## src/rtl/sram_rd_pkg.sv

```systemverilog
// sram_rd_pkg: shared defaults and FSM state encoding for the SRAM result reader.
// Revision: 1.0
`default_nettype none

package sram_rd_pkg;

    localparam int ADDR_W_DEF = 8;
    localparam int DATA_W_DEF = 18;
    localparam int WORD_W_DEF = 32;

    typedef enum logic [2:0] {
        ST_IDLE = 3'd0,
        ST_REQ  = 3'd1,
        ST_WAIT = 3'd2,
        ST_OUT  = 3'd3,
        ST_DONE = 3'd4
    } state_t;

endpackage

`default_nettype wire

```

## src/rtl/sram_result_reader.sv

```systemverilog
// sram_result_reader: burst-reads SRAM words and hands the low DATA_W bits out over valid/ready.
// Optional macro SRAM_RD_PAD_CHECK_EN flags non-zero upper padding bits via sticky pad_err.
// Revision: 1.0
`default_nettype none

module sram_result_reader
    import sram_rd_pkg::*;
#(
    parameter int ADDR_W = ADDR_W_DEF,
    parameter int DATA_W = DATA_W_DEF,
    parameter int WORD_W = WORD_W_DEF
) (
    input  logic              clk,
    input  logic              rst_n,
    input  logic              start,
    input  logic [ADDR_W-1:0] start_addr,
    input  logic [ADDR_W:0]   count,
    output logic              busy,
    output logic              done,
    output logic              sram_cs_n,
    output logic              sram_we_n,
    output logic [ADDR_W-1:0] sram_addr,
    input  logic              sram_ry,
    input  logic [WORD_W-1:0] sram_rdata,
    output logic [DATA_W-1:0] out_data,
    output logic [ADDR_W-1:0] out_addr,
    output logic              out_valid,
    input  logic              out_ready,
    output logic              pad_err
);

    state_t              r_state;
    state_t              w_next;
    logic [ADDR_W-1:0]   r_addr;
    logic [ADDR_W:0]     r_rem;
    logic [DATA_W-1:0]   r_out_data;
    logic [ADDR_W-1:0]   r_out_addr;
    logic                r_out_valid;

    logic w_launch;
    logic w_capture;
    logic w_accept;
    logic w_last;

    assign w_launch  = (r_state == ST_IDLE) && start && (count != '0);
    assign w_capture = (r_state == ST_WAIT) && sram_ry;
    assign w_accept  = (r_state == ST_OUT) && r_out_valid && out_ready;
    assign w_last    = (r_rem == (ADDR_W+1)'(1));

    always_ff @(posedge clk or negedge rst_n) begin
        if (!rst_n) begin
            r_state <= ST_IDLE;
        end else begin
            r_state <= w_next;
        end
    end

    always_comb begin
        w_next = r_state;
        case (r_state)
            ST_IDLE: begin
                if (start) begin
                    w_next = (count == '0) ? ST_DONE : ST_REQ;
                end
            end
            ST_REQ:  w_next = ST_WAIT;
            ST_WAIT: begin
                if (sram_ry) begin
                    w_next = ST_OUT;
                end
            end
            ST_OUT: begin
                if (w_accept) begin
                    w_next = w_last ? ST_DONE : ST_REQ;
                end
            end
            ST_DONE: w_next = ST_IDLE;
            default: w_next = ST_IDLE;
        endcase
    end

    // r_addr stays put through WAIT so the SRAM sees a stable address until data returns.
    always_ff @(posedge clk or negedge rst_n) begin
        if (!rst_n) begin
            r_addr      <= '0;
            r_rem       <= '0;
            r_out_data  <= '0;
            r_out_addr  <= '0;
            r_out_valid <= 1'b0;
        end else begin
            if (w_launch) begin
                r_addr <= start_addr;
                r_rem  <= count;
            end
            if (w_capture) begin
                r_out_data  <= sram_rdata[DATA_W-1:0];
                r_out_addr  <= r_addr;
                r_out_valid <= 1'b1;
            end
            if (w_accept) begin
                r_out_valid <= 1'b0;
                r_rem       <= r_rem - (ADDR_W+1)'(1);
                if (!w_last) begin
                    r_addr <= r_addr + ADDR_W'(1);
                end
            end
        end
    end

`ifdef SRAM_RD_PAD_CHECK_EN
    logic r_pad_err;

    always_ff @(posedge clk or negedge rst_n) begin
        if (!rst_n) begin
            r_pad_err <= 1'b0;
        end else if (w_capture && (|sram_rdata[WORD_W-1:DATA_W])) begin
            r_pad_err <= 1'b1;
        end
    end

    assign pad_err = r_pad_err;
`else
    logic w_unused_pad;

    assign w_unused_pad = |sram_rdata[WORD_W-1:DATA_W];
    assign pad_err      = 1'b0;
`endif

    assign busy      = (r_state == ST_REQ) || (r_state == ST_WAIT) || (r_state == ST_OUT);
    assign done      = (r_state == ST_DONE);
    assign sram_cs_n = (r_state != ST_REQ);
    assign sram_we_n = 1'b1;
    assign sram_addr = r_addr;
    assign out_data  = r_out_data;
    assign out_addr  = r_out_addr;
    assign out_valid = r_out_valid;

endmodule

`default_nettype wire

```

## config.mk

```make
export PLATFORM = sky130hd
export DESIGN_NAME = sram_result_reader
export DESIGN_NICKNAME = d
export VERILOG_FILES = /design/src/rtl/sram_rd_pkg.sv /design/src/rtl/sram_result_reader.sv
export SDC_FILE = /design/constraint.sdc
export NUM_CORES = 1
export LEC_CHECK = 0
export CORE_ASPECT_RATIO = 1.1
export CORE_MARGIN = 10
export CORE_UTILIZATION = 30
export CTS_BUF_LIST = sky130_fd_sc_hd__clkbuf_4 sky130_fd_sc_hd__clkbuf_8
export DETAILED_ROUTE_END_ITERATION = 6
export MAX_ROUTING_LAYER = met4
export SYNTH_ARGS = -nofsm -noshare
export SYNTH_HDL_FRONTEND = slang
export SYNTH_SLANG_ARGS = --single-unit
```

## constraint.sdc

```tcl
create_clock -name clk -period 3.2 [get_ports clk]
set_clock_uncertainty 0.15 [all_clocks]
set_input_delay 0.48 -clock clk [delete_from_list [all_inputs] [get_ports clk]]
set_output_delay 0.48 -clock clk [all_outputs]
set_load 0.02 [all_outputs]
```

==> results.txt <==
The flow ran to the end, and the final reports show no timing, DRC or antenna violations. The worst-case reg-to-reg path depth is 6. In this run the worst hold path is classified as flop to flop.

The fraction of layout instances using a drive strength above 1 is 17.9%. The maximum number of pins on one net before global-route repair is 29. The area of the die came out at 11300 um2. Measured along the x axis, the die boundary spans 102 um. The total stage count of the critical path came out at 6. The number of violations of the max-capacitance limit came out at 0. The clock period minus final worst setup slack is 2.49 ns.

The core box area came out at 7130 um2. From synthesis to final layout, the design area changed by 43.8%. The critical path launch point is count[2].

The power density over cell area came out at 941 nW/um2. In this design, the largest share of critical-path delay is due to buffers and inverters. Setup violations remaining at the end of the flow were counted as 0.

Once layout is complete, the cells apart from fillers number 365. The combined global-route utilization of all metal layers came out at 11.1%. The clock tree from TritonCTS is built. The largest driver fanout on the critical path came out at 11.

The timing endpoint of the critical path is sram_addr[2]$_DFF_PN0_. The library cell used most frequently in the layout, excluding fill and tap cells, is clkdlybuf4s50_1. The cell count after synthesis came out at 199. The count of antenna-violating nets left after detailed routing came out at 0. The number of buffers added on ports came out at 77.

The post-route setup TNS is 0 ns. The cell with the biggest individual delay on the critical path is or4_4. The net count of the finished layout came out at 337. The I/O pin total is 94. The total overflow left after global routing is 0.

The die span in y came out at 110 um. The number of levels in the clock H-tree is 2. The synthesized net count is 256. STA classifies the critical path startpoint as an input pin. In this run the critical register-to-register path is captured at sram_addr[2]$_DFF_PN0_.

The via count of the first global-routing pass is 1940. The required time of the critical path came out at 3.24 ns. The capturing element type of the critical path is a flop. The routed length per placed instance came out at 16.7 um. The clock tree buffer depth came out at 2. Traced cell by cell, the critical path runs through clkdlybuf4s50_1 -> or4_4 -> o31ai_2 -> buf_4 -> nand2_1 -> o221a_2. The number of antenna diodes in the final layout is 0. The number of rows in the core area is 32.

The kind of critical path is input pin to flop. Setup repair after global routing left no endpoint under its margin. The analysis attributes to cell leakage a power of 1.28 nW. Dividing the detail-routed via count by the number of cells gives 5.17. For the worst-skew pair, the clock arrives at the later sink with an insertion delay of 0.30 ns. The post-synthesis instance area is 2230 um2. Dividing the final minimum period by the clock period gives 77.9%. The number of different library cells in the post-synthesis netlist is 45. The DRC violation total after the first TritonRoute iteration is 70. The routability congestion estimate from global placement came out at 0.791.

The number of clock buffers added by TritonCTS is 5. Timing would allow up to 401 MHz. The total instance count after detailed placement is 357. The final number of max-transition violations came to 0. The arrival time of data at the critical path endpoint is 2.54 ns. In this run the mean area of a mapped cell was 11.2 um2. The first-pass GRT wire length is 9630 um. After synthesis the netlist holds a flip-flop and latch count of 47. The total of fill cells in the finished design came out at 679. The routed wire length came out at 6100 um. The worst register-to-register path has a setup slack of 0.83 ns.

The number of antenna violations at the first check in global routing is 0. The count of final hold-check violations came out at 0. The via count came out at 1888. The number of search-and-repair iterations in the first detailed-routing pass came out at 4.

The starting utilization of the core area is 31.3%. Once detailed placement completed, the half-perimeter wirelength came to 4570 um. The worst-case setup margin in the final layout came out at 0.708 ns.

The biggest cell delay along the critical path is 0.57 ns. The clock-pin slew of the registers on the worst-case setup and hold paths came out at 0.09 ns. The share of synthesized area occupied by flip-flops and latches came out at 52.8%. The cell sitting at the root of the clock tree is a clkbuf_8. The pre-CTS setup slack is 0.411 ns. Leaving out fill and tap cells, the most frequent cells in the layout are clkdlybuf4s50_1, dfrtp_1, mux2_2.

The worst-case vdd ir drop came out at 0.463 mV. The Yosys warning count is 0. The total power draw came out at 3.01 mW. The clock sink count came out at 47.

The startpoint identified for the worst register-to-register timing path is r_rem[1]$_DFFE_PN0P_. The buffers plus inverters on the worst setup path is 2. The number of remaining DRC errors is 0.
synth_stat cells, drive strengths merged:
master / count / area [um2]
nor2: 16 / 60.1
a211oi: 3 / 22.5
conb: 2 / 7.51
a311oi: 1 / 8.76
a21oi: 4 / 20.0
or4: 4 / 33.8
and2: 3 / 18.8
o221ai: 1 / 8.76
o211a: 1 / 10.0
clkbuf: 2 / 7.51
o31a: 1 / 10.0
mux2: 26 / 293
and4: 1 / 8.76
buf: 7 / 41.3
inv: 4 / 15.0
nor3: 15 / 75.1
o21ai: 5 / 25.0
o311ai: 2 / 17.5
or3: 2 / 12.5
or4b: 2 / 20.0
nor3b: 1 / 7.51
o221a: 4 / 45.0
o31ai: 1 / 12.5
ha: 3 / 37.5
o32ai: 2 / 17.5
nand2: 13 / 48.8
a22oi: 1 / 7.51
or2: 1 / 6.26
a31oi: 1 / 6.26
nor2b: 1 / 6.26
nand2b: 1 / 6.26
o22ai: 1 / 6.26
dfrtp: 47 / 1180
nor4b: 1 / 8.76
a2111oi: 1 / 8.76
nor4: 2 / 12.5
and3: 3 / 18.8
nand4: 1 / 6.26
o211ai: 3 / 27.5
nand3: 9 / 45.0
how the worst min path moves through the flow:
stage,from,end,cells after the start
2_1_floorplan,rst_n,out_addr[0]$_DFFE_PN0P_,0
5_1_grt,out_data[15]$_DFFE_PN0P_,out_data[15]$_DFFE_PN0P_,1
3_3_place_gp,rst_n,r_rem[4]$_DFFE_PN0P_,1
4_1_cts,out_data[5]$_DFFE_PN0P_,out_data[5]$_DFFE_PN0P_,1
6_report,out_addr[4]$_DFFE_PN0P_,out_addr[4]$_DFFE_PN0P_,1
3_5_place_dp,rst_n,r_rem[4]$_DFFE_PN0P_,1
repair_timing:
action	in CTS	in global routing
gates resized for setup	0	0
endpoints found under the hold margin	19	0
hold buffers	1	0
setup buffers	0	0
metal layers:
layer	routed length [um]	GRT usage (%)	vias to the layer above
met3	412	3.61	6
met4	61	3.02	0
met2	2850	18.0	54
li1	-	-	904
met5	0	-	-
met1	2780	12.9	924
worst register-to-register path, cell delays in order (launching register included):
cell and delay [ns]:
dfrtp_1 0.40, inv_1 0.11, ha_1 0.15, or4b_2 0.64
o211ai_2 0.38, nand2_1 0.18, o221a_2 0.27
logic make-up (layout without fill, tap and decap cells):
kind of cell    Yosys count  count (layout)  share of synthesized area [%]
fa+ha+maj                 3               3                           1.69
simple gates             76              76                           17.8
other cells               2               2                          0.337
flops                    47              47                           52.8
mux                      26              26                           13.1
compound gates           32              32                           11.4
buf+inv                  13              94                           2.86
sequential cells by signal, indices dropped and copies added (netlist names):
| register | cells |
|---|---|
| out_data | 18 |
| r_rem | 9 |
| out_addr | 8 |
| sram_addr | 8 |
| r_state | 3 |
| out_valid | 1 |
metrics by stage:
| step | util, % | hold slack [ns] | instance area, um2 |
|---|---|---|---|
| 2_1_floorplan | - | 0.0344 | 2230 |
| 3_3_place_gp | 43.6 | 0.325 | 3110 |
| 3_5_place_dp | 43.6 | 0.316 | 3110 |
| 4_1_cts | 44.9 | 0.365 | 3200 |
| 5_1_grt | 44.9 | 0.382 | 3200 |
| 6_report | 44.9 | 0.360 | 3200 |
report_power, final:
part,switching (mW),internal [mW]
logic,0.726,0.778
registers,0.257,0.881
clock network,0.201,0.170
total,1.18,1.83
layout make-up:
type                    instances  area (um2)  area share, %
inverters                       4        15.0          0.469
multi-input cells             139         992           31.0
well taps                      85         106           3.32
clock buffers                   6        82.6           2.58
clock inverters                 1        5.00          0.156
repair buffers                 83         826           25.8
flip-flops and latches         47        1180           36.7
Power figures use the tool's default switching activity.
